--- config.mk ---
export PLATFORM = sky130hd
export DESIGN_NAME = int_arbiter
export DESIGN_NICKNAME = d
export VERILOG_FILES = /design/src/rtl/int_arbiter.sv
export SDC_FILE = /design/constraint.sdc
export NUM_CORES = 1
export LEC_CHECK = 0
export BUFFER_PORTS_ARGS = -buffer_cell sky130_fd_sc_hd__buf_2
export CAP_MARGIN = 10
export CORE_MARGIN = 5
export CORE_UTILIZATION = 49
export DETAILED_ROUTE_END_ITERATION = 10
export PLACE_DENSITY = 0.84
export SLEW_MARGIN = 10
export SYNTH_ARGS = -nofsm -noshare
export SYNTH_HDL_FRONTEND = slang
export SYNTH_SLANG_ARGS = --single-unit
--- constraint.sdc ---
create_clock -name CLK -period 2.9 [get_ports CLK]
set_input_delay 0.435 -clock CLK [delete_from_list [all_inputs] [get_ports CLK]]
set_output_delay 0.435 -clock CLK [all_outputs]
set_load 0.02 [all_outputs]
--- src/rtl/int_arbiter.sv ---
// ============================================================================
//  Module   : int_arbiter
//  Purpose  : Interrupt arbiter that captures IRQ edges, masks and arbitrates
//             them, and drives one CPU INT/INT_ACK pair with a slave register
//             port. Option INTARB_RR_EN selects round-robin arbitration.
//  Revision : 1.0  initial release
// ============================================================================
`default_nettype none

module int_arbiter #(
    parameter int NSRC = 6,
    parameter int IDW  = 4
) (
    input  logic            CLK,
    input  logic            nRST,
    input  logic            REQ,
    input  logic            WT,
    input  logic [1:0]      ADDR,
    input  logic [31:0]     WDT,
    output logic [31:0]     RDT,
    output logic            nWAIT,
    input  logic [NSRC-1:0] SRC_INT,
    output logic [NSRC-1:0] SRC_ACK,
    output logic            INT,
    output logic [IDW-1:0]  INT_ID,
    input  logic            INT_ACK
);

    typedef enum logic [1:0] {
        S_IDLE = 2'd0,
        S_ASRT = 2'd1,
        S_ACKS = 2'd2
    } state_t;

    localparam logic [1:0] A_PEND = 2'd0;
    localparam logic [1:0] A_MASK = 2'd1;
    localparam logic [1:0] A_CTRL = 2'd2;
    localparam logic [1:0] A_STAT = 2'd3;

    state_t            state_q, state_d;
    logic [NSRC-1:0]   prev_q, prev_d;
    logic [NSRC-1:0]   pend_q, pend_d;
    logic [NSRC-1:0]   mask_q, mask_d;
    logic              gen_q, gen_d;
    logic              int_q, int_d;
    logic [IDW-1:0]    int_id_q, int_id_d;
    logic [NSRC-1:0]   src_ack_q, src_ack_d;
    logic [31:0]       rdt_q, rdt_d;
    logic              nwait_q, nwait_d;
    logic              rrdis_q;

    logic              bus_acc;
    logic              bus_wr;
    logic              bus_rd;
    logic [NSRC-1:0]   rise;
    logic [NSRC-1:0]   elig;
    logic [NSRC-1:0]   id_onehot;
    logic [NSRC-1:0]   clr_vec;
    logic              win_found;
    logic [IDW-1:0]    win_id;
    logic              unused_wdt;

    assign unused_wdt = ^WDT;

    // {found, index} of the lowest set bit
    function automatic logic [IDW:0] first_set(input logic [NSRC-1:0] v);
        logic [IDW:0] r;
        r = '0;
        for (int i = NSRC - 1; i >= 0; i--) begin
            if (v[i]) begin
                r = {1'b1, i[IDW-1:0]};
            end
        end
        return r;
    endfunction

    function automatic logic [NSRC-1:0] onehot(input logic [IDW-1:0] id);
        logic [NSRC-1:0] r;
        r = '0;
        for (int i = 0; i < NSRC; i++) begin
            if (id == i[IDW-1:0]) begin
                r[i] = 1'b1;
            end
        end
        return r;
    endfunction

    // A request arriving while the previous access completes is dropped
    assign bus_acc = REQ & ~nwait_q;
    assign bus_wr  = bus_acc & WT;
    assign bus_rd  = bus_acc & ~WT;

    assign rise      = SRC_INT & ~prev_q;
    assign elig      = gen_q ? (pend_q & mask_q) : '0;
    assign id_onehot = onehot(int_id_q);

    // ------------------------------------------------------------------
    // Arbitration
    // ------------------------------------------------------------------
`ifdef INTARB_RR_EN
    logic            rrdis_d;
    logic [IDW-1:0]  last_q, last_d;
    logic [IDW-1:0]  rr_start;
    logic [NSRC-1:0] rr_rot;
    logic [IDW:0]    rr_pick;
    logic [IDW:0]    rr_sum;
    logic [IDW:0]    fp_pick;

    always_comb begin
        rr_start  = (last_q == IDW'(NSRC - 1)) ? '0 : last_q + 1'b1;
        rr_rot    = NSRC'({elig, elig} >> rr_start);
        rr_pick   = first_set(rr_rot);
        rr_sum    = {1'b0, rr_pick[IDW-1:0]} + {1'b0, rr_start};
        if (rr_sum >= (IDW+1)'(NSRC)) begin
            rr_sum = rr_sum - (IDW+1)'(NSRC);
        end
        fp_pick   = first_set(elig);
        win_found = 1'b0;
        win_id    = '0;
        if (rrdis_q) begin
            win_found = fp_pick[IDW];
            win_id    = fp_pick[IDW-1:0];
        end else begin
            win_found = rr_pick[IDW];
            win_id    = rr_sum[IDW-1:0];
        end
    end

    always_comb begin
        last_d = last_q;
        if (state_q == S_IDLE && win_found) begin
            last_d = win_id;
        end
        rrdis_d = rrdis_q;
        if (bus_wr && ADDR == A_CTRL) begin
            rrdis_d = WDT[1];
        end
    end

    always_ff @(posedge CLK or negedge nRST) begin
        if (!nRST) begin
            last_q  <= IDW'(NSRC - 1);
            rrdis_q <= 1'b0;
        end else begin
            last_q  <= last_d;
            rrdis_q <= rrdis_d;
        end
    end
`else
    logic [IDW:0] fp_pick;

    assign rrdis_q   = 1'b0;
    assign fp_pick   = first_set(elig);
    assign win_found = fp_pick[IDW];
    assign win_id    = fp_pick[IDW-1:0];
`endif

    // ------------------------------------------------------------------
    // Registers and bus
    // ------------------------------------------------------------------
    always_comb begin
        prev_d  = SRC_INT;
        mask_d  = mask_q;
        gen_d   = gen_q;
        nwait_d = bus_acc;
        rdt_d   = '0;
        clr_vec = '0;
        if (bus_wr) begin
            case (ADDR)
                A_PEND:  clr_vec = WDT[NSRC-1:0];
                A_MASK:  mask_d  = WDT[NSRC-1:0];
                A_CTRL:  gen_d   = WDT[0];
                default: ;
            endcase
        end
        if (bus_rd) begin
            case (ADDR)
                A_PEND:  rdt_d = {{(32-NSRC){1'b0}}, pend_q};
                A_MASK:  rdt_d = {{(32-NSRC){1'b0}}, mask_q};
                A_CTRL:  rdt_d = {30'd0, rrdis_q, gen_q};
                A_STAT:  rdt_d = {(state_q != S_IDLE), {(31-IDW){1'b0}}, int_id_q};
                default: rdt_d = '0;
            endcase
        end
        if (state_q == S_ACKS) begin
            clr_vec = clr_vec | id_onehot;
        end
        // A fresh edge always beats a clear in the same cycle
        pend_d = (pend_q & ~clr_vec) | rise;
    end

    // ------------------------------------------------------------------
    // Service FSM
    // ------------------------------------------------------------------
    always_comb begin
        state_d   = state_q;
        int_d     = int_q;
        int_id_d  = int_id_q;
        src_ack_d = '0;
        case (state_q)
            S_IDLE: begin
                if (win_found) begin
                    state_d  = S_ASRT;
                    int_d    = 1'b1;
                    int_id_d = win_id;
                end
            end
            S_ASRT: begin
                if (INT_ACK) begin
                    state_d   = S_ACKS;
                    int_d     = 1'b0;
                    src_ack_d = id_onehot;
                end
            end
            S_ACKS: begin
                state_d = S_IDLE;
            end
            default: begin
                state_d = S_IDLE;
                int_d   = 1'b0;
            end
        endcase
    end

    always_ff @(posedge CLK or negedge nRST) begin
        if (!nRST) begin
            state_q   <= S_IDLE;
            prev_q    <= '0;
            pend_q    <= '0;
            mask_q    <= '0;
            gen_q     <= 1'b0;
            int_q     <= 1'b0;
            int_id_q  <= '0;
            src_ack_q <= '0;
            rdt_q     <= '0;
            nwait_q   <= 1'b0;
        end else begin
            state_q   <= state_d;
            prev_q    <= prev_d;
            pend_q    <= pend_d;
            mask_q    <= mask_d;
            gen_q     <= gen_d;
            int_q     <= int_d;
            int_id_q  <= int_id_d;
            src_ack_q <= src_ack_d;
            rdt_q     <= rdt_d;
            nwait_q   <= nwait_d;
        end
    end

    assign RDT     = rdt_q;
    assign nWAIT   = nwait_q;
    assign SRC_ACK = src_ack_q;
    assign INT     = int_q;
    assign INT_ID  = int_id_q;

endmodule

`default_nettype wire

==> results.yml, run 1 <==
synthesis:
  avgSynthCellArea_um2: 11.1
  netlist_instances: 164
  synthSimpleGateAreaFrac_pct: 13.0
  synth_adder_area_share_pct: 0
  synth_top_family_by_area: "simple AND/OR/NAND/NOR gates"
  synth_xor_xnor_area_share_pct: 0
  synth_seq_cells: 39
  yosysWarnings: 0
  ys_seq_area_share_pct: 53.8
  synthMuxAreaShare_pct: 8.97
  synth_compound_area_share_pct: 11.2
  synth.distinct_cells: 35
  syn_area_um2: 1810
final_layout:
  final_area_um2: 2040
  num-nets-final: 248
  syn_to_final_growth_pct: 12.3
  fillers: 327
  layout-drive-gt1-share_pct: 23.5
  fin_cells: 252
  num_antenna_cells: 0
global_routing:
  grt-ovfl-total: 0
  grt_usage_pct: 13.1
  grt_start_max_net_pins: 40
  antenna_found_initial: 0
  grt_pass1_vias: 1064
  grt_pass1_wl_um: 5070
power:
  p_total_mw: 1.53
  power_density_nw_per_um2: 751
  p_leak_nw: 1.08
  peakVddDrop_mv: 0.257
timing:
  final_hold_viol_count: 0
  final_max_slew_viol_count: 0
  fmax_mhz: 684
  period_minus_slack_ps: 1460
  slew_headroom_pct: 44.9
  fin_skew_ps: 4.12
  worst_pin_slew_ps: 826
  rsz0062_at_grt: "false"
  tns_ps: 0
  setup_viol: 0
  min_period_over_period_pct: 50.4
worst_setup_path:
  worstSetupPathType: "reg2out"
  critical_path.max_stage_delay_ps: 510
  r2r_end: "INT_ID[0]"
  end_kind: "primary output"
  crit_family: "flip-flops"
  worst_ep_required_time_ps: 2470
  critPathLaunchType: "flop"
  worst-path-buf-inv: 1
  timing.rr.start: "state_q[0]"
  crit_chain: "buf_2"
  regToRegSetupSlack_ps: 1470
  cp_max_fo: 9
  worstRegToRegCells: 3
  slowest_stage: "dfrtp_1"
  arrival_ps: 1030
routing:
  first_pass_iters: 4
  drc: 0
  drt-total-wl_um: 3230
  ant_nets: 0
  wire_per_inst_um: 12.8
  post_drt_via_cell_ratio: 4.87
  drtIter0Drc: 89
  vias: 1226
clock_tree:
  path_clk_slew_ps: 70
  postCtsResizedCells: 0
  clock_sinks: 39
  holdBufCountCts: 0
  insertion_delay_ps: 290
  numCtsBuffers: 5
  postCtsSetupBuffers: 0
  clockBufferDepth: 2
  root_buffer: "clkbuf_8"
  cts.htree.levels: 2
  cts_tree: "done"
die:
  dieArea_um2: 5020
  die_height_um: 70.9
  rows: 22
  initial_core_util_pct: 49.9
  fp.dieW_um: 70.9
  core-area_um2: 3630
  ios: 89
placed_design:
  place_inst: 244
  io_buffers: 36
  gp_congestion: 0.829
  dpl.hpwl_um: 2490
  dpl_cell_area_um2: 1940
run_status:
  status: "finished clean"
hold_path:
  hold_path.class: "in2async"
flow_run:
  maxCapViolCount: 0
[per-layer routing]
| metal | track usage (%) | wire length (um) |
|---|---|---|
| met4 | 5.01 | 57 |
| met1 | 15.3 | 1220 |
| met2 | 21.1 | 1580 |
| met3 | 5.97 | 368 |
| met5 | 0 | 0 |
[how the worst max path moves through the flow]
stage / startpoint / end / slack, ps / cells past startpoint
after floorplan: nWAIT / mask_q[0] / 1530 / 4
after global placement: ADDR[0] / RDT[0] / 1420 / 3
after detailed placement: ADDR[0] / RDT[0] / 1410 / 3
after CTS: INT_ID[1] / INT_ID[1] / 1420 / 1
after global routing: INT_ID[1] / INT_ID[1] / 1360 / 1
final: INT_ID[1] / INT_ID[1] / 1440 / 1
[layout by cell type (no fill, tap or decap), types with 3 or more instances in the layout]
master,count
nor2_1,10
nand2_1,12
inv_1,6
a21o_1,7
clkbuf_8,7
o21ai_0,3
nand2b_1,4
conb_1,26
dfrtp_1,39
mux2_1,8
o21ai_1,9
buf_2,36
nor3_1,5
mux2i_1,5
[cells by family after synthesis]
family,Yosys count
and+or+nand+nor,44
DFF,39
buffers and inverters,35
AOI/OAI and AO/OA,31
muxes,14
other,1
[cell type report]
| type | count | area [um^2] | area share [%] |
|---|---|---|---|
| sequential | 39 | 976 | 47.9 |
| multi-input combinational | 115 | 698 | 34.3 |
| timing repair buffer | 36 | 180 | 8.85 |
| clock buffer | 8 | 100 | 4.91 |
| tap | 48 | 60.1 | 2.95 |
| inverter | 6 | 22.5 | 1.11 |
[registers in the layout, indices dropped and copies added (netlist names)]
signal   cells
state_q      2
INT          1
mask_q       6
RDT          7
nWAIT        1
SRC_ACK      6
INT_ID       3
gen_q        1
pend_q       6
prev_q       6
[where the power goes]
group / switching, mW / leakage (nW) / internal, mW
Clock: 0.173 / 0.0515 / 0.217
Combinational: 0.234 / 0.547 / 0.165
Sequential: 0.106 / 0.479 / 0.636
Total: 0.512 / 1.08 / 1.02
[stage by stage]
| stage | worst slack, ps | util [%] | hold WS (ps) |
|---|---|---|---|
| 2_1_floorplan | 1530 | - | 139 |
| 3_5_place_dp | 1410 | 53.3 | 402 |
| 4_1_cts | 1420 | 56.1 | 252 |
| 5_1_grt | 1360 | 56.1 | 248 |
| 3_3_place_gp | 1420 | 53.3 | 395 |
| 6_report | 1440 | 56.1 | 241 |
[cells in the mapped netlist (all sizes together)]
| master | number | area share, % |
|---|---|---|
| nor3b | 3 | 1.5 |
| dfrtp | 39 | 54 |
| o2bb2ai | 1 | 0.48 |
| nand2b | 4 | 1.4 |
| or3b | 1 | 0.62 |
| or2 | 1 | 0.35 |
| a22oi | 2 | 0.83 |
| clkbuf | 1 | 0.21 |
| a21o | 7 | 2.9 |
| nand3 | 1 | 0.28 |
| o211ai | 1 | 0.41 |
| o21ai | 12 | 3.3 |
| and3b | 1 | 0.48 |
| a21oi | 2 | 0.55 |
| nor2b | 2 | 0.69 |
| conb | 1 | 0.21 |
| inv | 6 | 1.2 |
| nand3b | 2 | 0.83 |
| o21a | 1 | 0.41 |
| buf | 28 | 11 |
| o31ai | 2 | 1.1 |
| a31oi | 2 | 0.69 |
| nor3 | 6 | 1.9 |
| nor2 | 10 | 2.1 |
| mux4 | 1 | 1.2 |
| mux2i | 5 | 2.8 |
| mux2 | 8 | 5.0 |
| nand2 | 12 | 2.5 |
| and3 | 1 | 0.35 |
| a311oi | 1 | 0.48 |
Note: power is estimated with default switching activity, not from simulation.
==> inputs of run 2 (changes only) <==
CORE_UTILIZATION = 41   (was 49)
PLACE_DENSITY = 0.74   (was 0.84)
clock period = 1.3 ns   (was 2.9 ns; I/O delays follow)
==> run 2 against run 1 <==
The run now ends with negative setup slack left. Count of clock-buffer cells in the layout decreased by 1. First-iteration DRC count decreased by 35%. Worst hold slack got worse by 220 ps. Total power increased by 140%. Wire length increased by 13%. Sequential cell count unchanged. Critical path type is now reg2reg. Largest cell class unchanged.
==> results.yml, run 2 (synthesized netlist as in run 1, its figures left out) <==
power:
  power_density_nw_per_um2: 1610
  p_switching_mw: 1.24
  comb_power_share_pct: 35.9
  p_int_mw: 2.44
  p_total_mw: 3.68
  peakVddDrop_mv: 0.551
  seq_power_share_pct: 43.4
  p_leak_nw: 1.21
  switching_share_pct: 33.8
  p_clk_share_pct: 20.7
timing:
  final_max_slew_viol_count: 0
  final_hold_viol_count: 0
  fmax_mhz: 717
  rsz0062_at_grt: "true"
  min_period_over_period_pct: 107
  whs_ps: 24.7
  tns_ps: -522
  period_minus_slack_ps: 1400
  fin_skew_ps: 4.69
  setup_ws_ps: -95.3
  setup_viol: 11
die:
  ios: 89
  rows: 24
  dieArea_um2: 5860
  core-area_um2: 4320
  fp.dieW_um: 76.5
  initial_core_util_pct: 42.0
  die_height_um: 76.5
clock_tree:
  insertion_delay_ps: 280
  clock_sinks: 39
  clockBufferDepth: 2
  numCtsBuffers: 5
  path_clk_slew_ps: 70
  root_buffer: "clkbuf_8"
  cts.htree.levels: 2
  cts_tree: "done"
global_routing:
  grt_pass1_wl_um: 6050
  grt_pass1_vias: 1288
  met2_usage_pct: 19.7
  grt_start_max_net_pins: 23
  antenna_found_initial: 0
  grt_busiest_layer: "met2"
  grt_usage_pct: 12.9
  grt-ovfl-total: 0
  use_met3_pct: 4.85
  grtUsageMet1_pct: 16.1
worst_setup_path:
  worstRegToRegCells: 4
  cp_max_fo: 3
  arrival_ps: 1570
  crit_chain: "nand3b_1 > buf_4 > nor3b_2 > mux2_4"
  timing.rr.start: "nWAIT"
  worst-path-buf-inv: 1
  crit_family: "flip-flops"
  critical_path.max_stage_delay_ps: 410
  worst_ep_required_time_ps: 1470
  regToRegSetupSlack_ps: -100
  r2r_end: "gen_q"
  critPathLaunchType: "flop"
  end_kind: "flop"
  worstSetupPathType: "reg2reg"
  slowest_stage: "dfrtp_2"
final_layout:
  syn_to_final_growth_pct: 25.7
  fin_util_pct: 52.7
  num_antenna_cells: 0
  ff_latch_area_um2: 980
  num-nets-final: 275
  layout_common_cells: "dfrtp_1, buf_2, conb_1"
  layout-drive-gt1-share_pct: 37.2
  largest_register_ffs: 7
  fillers: 427
  multi_input_area_um2: 739
placed_design:
  gp_congestion: 0.942
  place_ws_ps: -93.4
  dpl.hpwl_um: 2850
  io_buffers: 36
routing:
  ant_nets: 0
  first_pass_iters: 4
  vias: 1300
  post_drt_via_cell_ratio: 4.59
  drtIter0Drc: 58
  wire_per_inst_um: 12.8
  drc: 0
  drt-total-wl_um: 3640
hold_path:
  worstHoldStart: "SRC_INT[2]"
  hold_depth: 1
  holdPathEnd: "prev_q[2]"
  hold_path.class: "in2reg"
run_status:
  violations: "negative setup slack"
  status: "complete, but fails checks"
flow_run:
  maxCapViolCount: 0
==> run 2: cell count changes in the layout (fill, tap and decap cells not counted), sizes merged <==
cell and delta:
buf +26, clkbuf -1, clkinv +1, dlygate4sd3 +1
==> run 2: worst max-delay path by stage <==
stage / startpoint / end / depth (start not counted)
after global routing: nWAIT / gen_q / 4
final: nWAIT / gen_q / 4
after CTS: nWAIT / mask_q[2] / 4
after detailed placement: pend_q[3] / INT_ID[0] / 4
after floorplan: nWAIT / mask_q[0] / 4
after global placement: pend_q[3] / INT_ID[0] / 4
==> run 2: stage by stage <==
step                instance area, um^2  cells
floorplan                          1920    189
global placement                   2120    271
detailed placement                 2120    271
CTS                                2230    281
global route                       2280    283
finish                             2280    283
==> run 2: layout make-up <==
class / instances / share of cell area, %
repair buffers: 63 / 17.2
clock inverters: 1 / 0.219
inverters: 6 / 0.987
flip-flops and latches: 39 / 43.0
clock buffers: 7 / 3.35
well taps: 52 / 2.85
multi-input cells: 115 / 32.4
==> run 2: what timing repair did <==
item / 4_1_cts / 5_1_grt
hold buffers: 1 / 0
endpoints found under the hold margin: 20 / 0
endpoints found under the setup margin: 12 / 17
setup buffers: 1 / 2
gates resized for setup: 2 / 10
pin swaps: 3 / 5
==> run 2: worst reg2reg max path, cell delays in order, from the launching register on <==
cell,delay (ps)
dfrtp_2,410
nand3b_1,210
buf_4,170
nor3b_2,190
mux2_4,310
==> run 2: layer usage <==
layer / part of all wire [%] / routed length, um
met1: 41 / 1480
met3: 9.1 / 332
met4: 2.0 / 72
met2: 48 / 1750
met5: 0 / 0
==> run 2: power by group through the flow <==
stage	combinational (mW)	sequential (mW)	clock [mW]
3_5_place_dp	1.23	1.60	0
5_1_grt	1.44	1.63	0.847
4_1_cts	1.26	1.59	0.789
2_1_floorplan	0.649	1.70	0
3_3_place_gp	1.21	1.60	0
6_report	1.32	1.60	0.762
==> inputs of run 3 (changes only) <==
CORE_MARGIN = default   (was 5)
CTS_CLUSTER_SIZE = 28   (was default)
MAX_ROUTING_LAYER = met4   (was default)
==> run 3 against run 2 <==
The flow still finishes with violations (negative setup slack). Clock power rose by 36%. Sequential cell count did not move. First-iteration DRC count rose by 52%. Combinational power barely moved. Total power rose by 7.3%. Critical path type unchanged. Highest routed layer unchanged.
==> results.yml, run 3 (synthesized netlist as in run 1, its figures left out) <==
placed_design:
  io_buffers: 36
  gp_congestion: 0.882
  dpl.hpwl_um: 2630
worst_setup_path:
  crit_chain: "nand3b_1 > buf_4 > nor3_2 > buf_4 > a21o_1 > o21ai_1"
  slowest_stage: "dfrtp_2"
  critical_path.max_stage_delay_ps: 410
  regToRegSetupSlack_ps: -40
  cp_max_fo: 6
  timing.rr.start: "nWAIT"
  critPathLaunchType: "flop"
  worst_ep_required_time_ps: 1480
  arrival_ps: 1520
  worstRegToRegCells: 6
  worstSetupPathType: "reg2reg"
  cpMostUsedCell: "buf_4"
  end_kind: "flop"
  r2r_end: "pend_q[4]"
routing:
  vias: 1325
  ant_nets: 0
  post_drt_via_cell_ratio: 4.73
  drc: 0
  drt-total-wl_um: 3470
  drtIter0Drc: 88
  first_pass_iters: 4
  wire_per_inst_um: 12.4
timing:
  rsz0062_at_grt: "true"
  period_minus_slack_ps: 1340
  fin_skew_ps: 5.12
  final_hold_viol_count: 0
  whs_ps: 13.3
  final_max_slew_viol_count: 0
  setup_ws_ps: -41.2
  min_period_over_period_pct: 103
  fmax_mhz: 746
  setup_viol: 14
die:
  dieArea_um2: 4690
  die_height_um: 68.5
  ios: 89
  core-area_um2: 4120
  rows: 23
  fp.dieW_um: 68.5
  initial_core_util_pct: 44.1
final_layout:
  num_antenna_cells: 0
  layout_common_cells: "dfrtp_1, buf_2, conb_1"
  fillers: 380
  largest_register_ffs: 7
  syn_to_final_growth_pct: 26.9
  num-nets-final: 274
  fin_util_pct: 55.9
  layout-drive-gt1-share_pct: 36.5
run_status:
  status: "complete, but fails checks"
  violations: "negative setup slack"
clock_tree:
  root_buffer: "clkbuf_8"
  cts.htree.levels: 2
  cts_tree: "done"
  clock_sinks: 39
  numCtsBuffers: 5
  insertion_delay_ps: 290
  path_clk_slew_ps: 80
  clockBufferDepth: 2
power:
  p_leak_nw: 1.23
  p_switching_mw: 1.27
  power_density_nw_per_um2: 1710
  p_int_mw: 2.68
  seq_power_share_pct: 40.4
  switching_share_pct: 32.1
  peakVddDrop_mv: 0.644
  p_clk_share_pct: 26.4
  comb_power_share_pct: 33.1
global_routing:
  grt_pass1_wl_um: 5580
  grt-ovfl-total: 0
  grt_start_max_net_pins: 22
  grt_usage_pct: 17.3
  antenna_found_initial: 0
  grt_pass1_vias: 1157
flow_run:
  maxCapViolCount: 0
hold_path:
  worstHoldStart: "SRC_INT[0]"
  hold_depth: 1
  hold_path.class: "in2reg"
  holdPathEnd: "prev_q[0]"
run 3: through the flow:
| stage | setup TNS, ps | worst slack, ps | power, mW | cell area, um^2 | cells |
|---|---|---|---|---|---|
| global route | -1720 | -132 | 4.19 | 2300 | 280 |
| finish | -410 | -41.2 | 3.95 | 2300 | 280 |
| global placement | -517 | -68.3 | 2.82 | 2130 | 268 |
| floorplan | -107 | -16.7 | 2.35 | 1920 | 189 |
| detailed placement | -608 | -81.6 | 2.84 | 2130 | 268 |
| CTS | -670 | -94.0 | 3.94 | 2280 | 279 |
run 3: worst max-delay path: cells and delay by family (launching register included):
kind | cells | cell delay, ps
buffers and inverters | 2 | 340
AO/OA/AOI/OAI | 2 | 180
flip-flops | 1 | 410
AND/OR/NAND/NOR | 2 | 300
run 3: area by class of cell:
| class | instances | area (um^2) | share of cell area [%] |
|---|---|---|---|
| Timing Repair Buffer | 62 | 390 | 17.0 |
| Clock buffer | 6 | 82.6 | 3.59 |
| Tap cell | 50 | 62.6 | 2.72 |
| Inverter | 6 | 22.5 | 0.978 |
| Sequential cell | 39 | 980 | 42.6 |
| Multi-Input combinational cell | 115 | 729 | 31.7 |
| Clock inverter | 2 | 35.0 | 1.52 |
run 3: worst max path at each step:
| stage | to | from | depth (start not counted) |
|---|---|---|---|
| 2_1_floorplan | mask_q[0] | nWAIT | 4 |
| 3_3_place_gp | INT_ID[0] | pend_q[3] | 4 |
| 3_5_place_dp | mask_q[1] | nWAIT | 4 |
| 4_1_cts | mask_q[1] | nWAIT | 4 |
| 5_1_grt | mask_q[4] | nWAIT | 4 |
| 6_report | pend_q[4] | nWAIT | 6 |
run 3: timing repair:
item / in CTS / in global routing
resized for setup: 3 / 4
hold buffers: 1 / 0
pin swaps: 10 / 5
endpoints found under the hold margin: 18 / 0
setup endpoints to repair: 13 / 16
setup buffers: 2 / 1
run 3: power by group through the flow:
stage               combinational [mW]  sequential, mW  clock (mW)
floorplan                        0.649            1.70           0
global placement                  1.21            1.61           0
detailed placement                1.23            1.61           0
CTS                               1.27            1.60        1.06
global route                      1.43            1.63        1.12
finish                            1.31            1.60        1.04
run 3: per-layer routing:
layer / track usage, % / up-vias / wire, um
li1: - / 635 / -
met1: 21.8 / 622 / 1580
met2: 25.4 / 60 / 1530
met3: 5.92 / 8 / 277
met4: 7.03 / 0 / 80
met5: - / - / 0
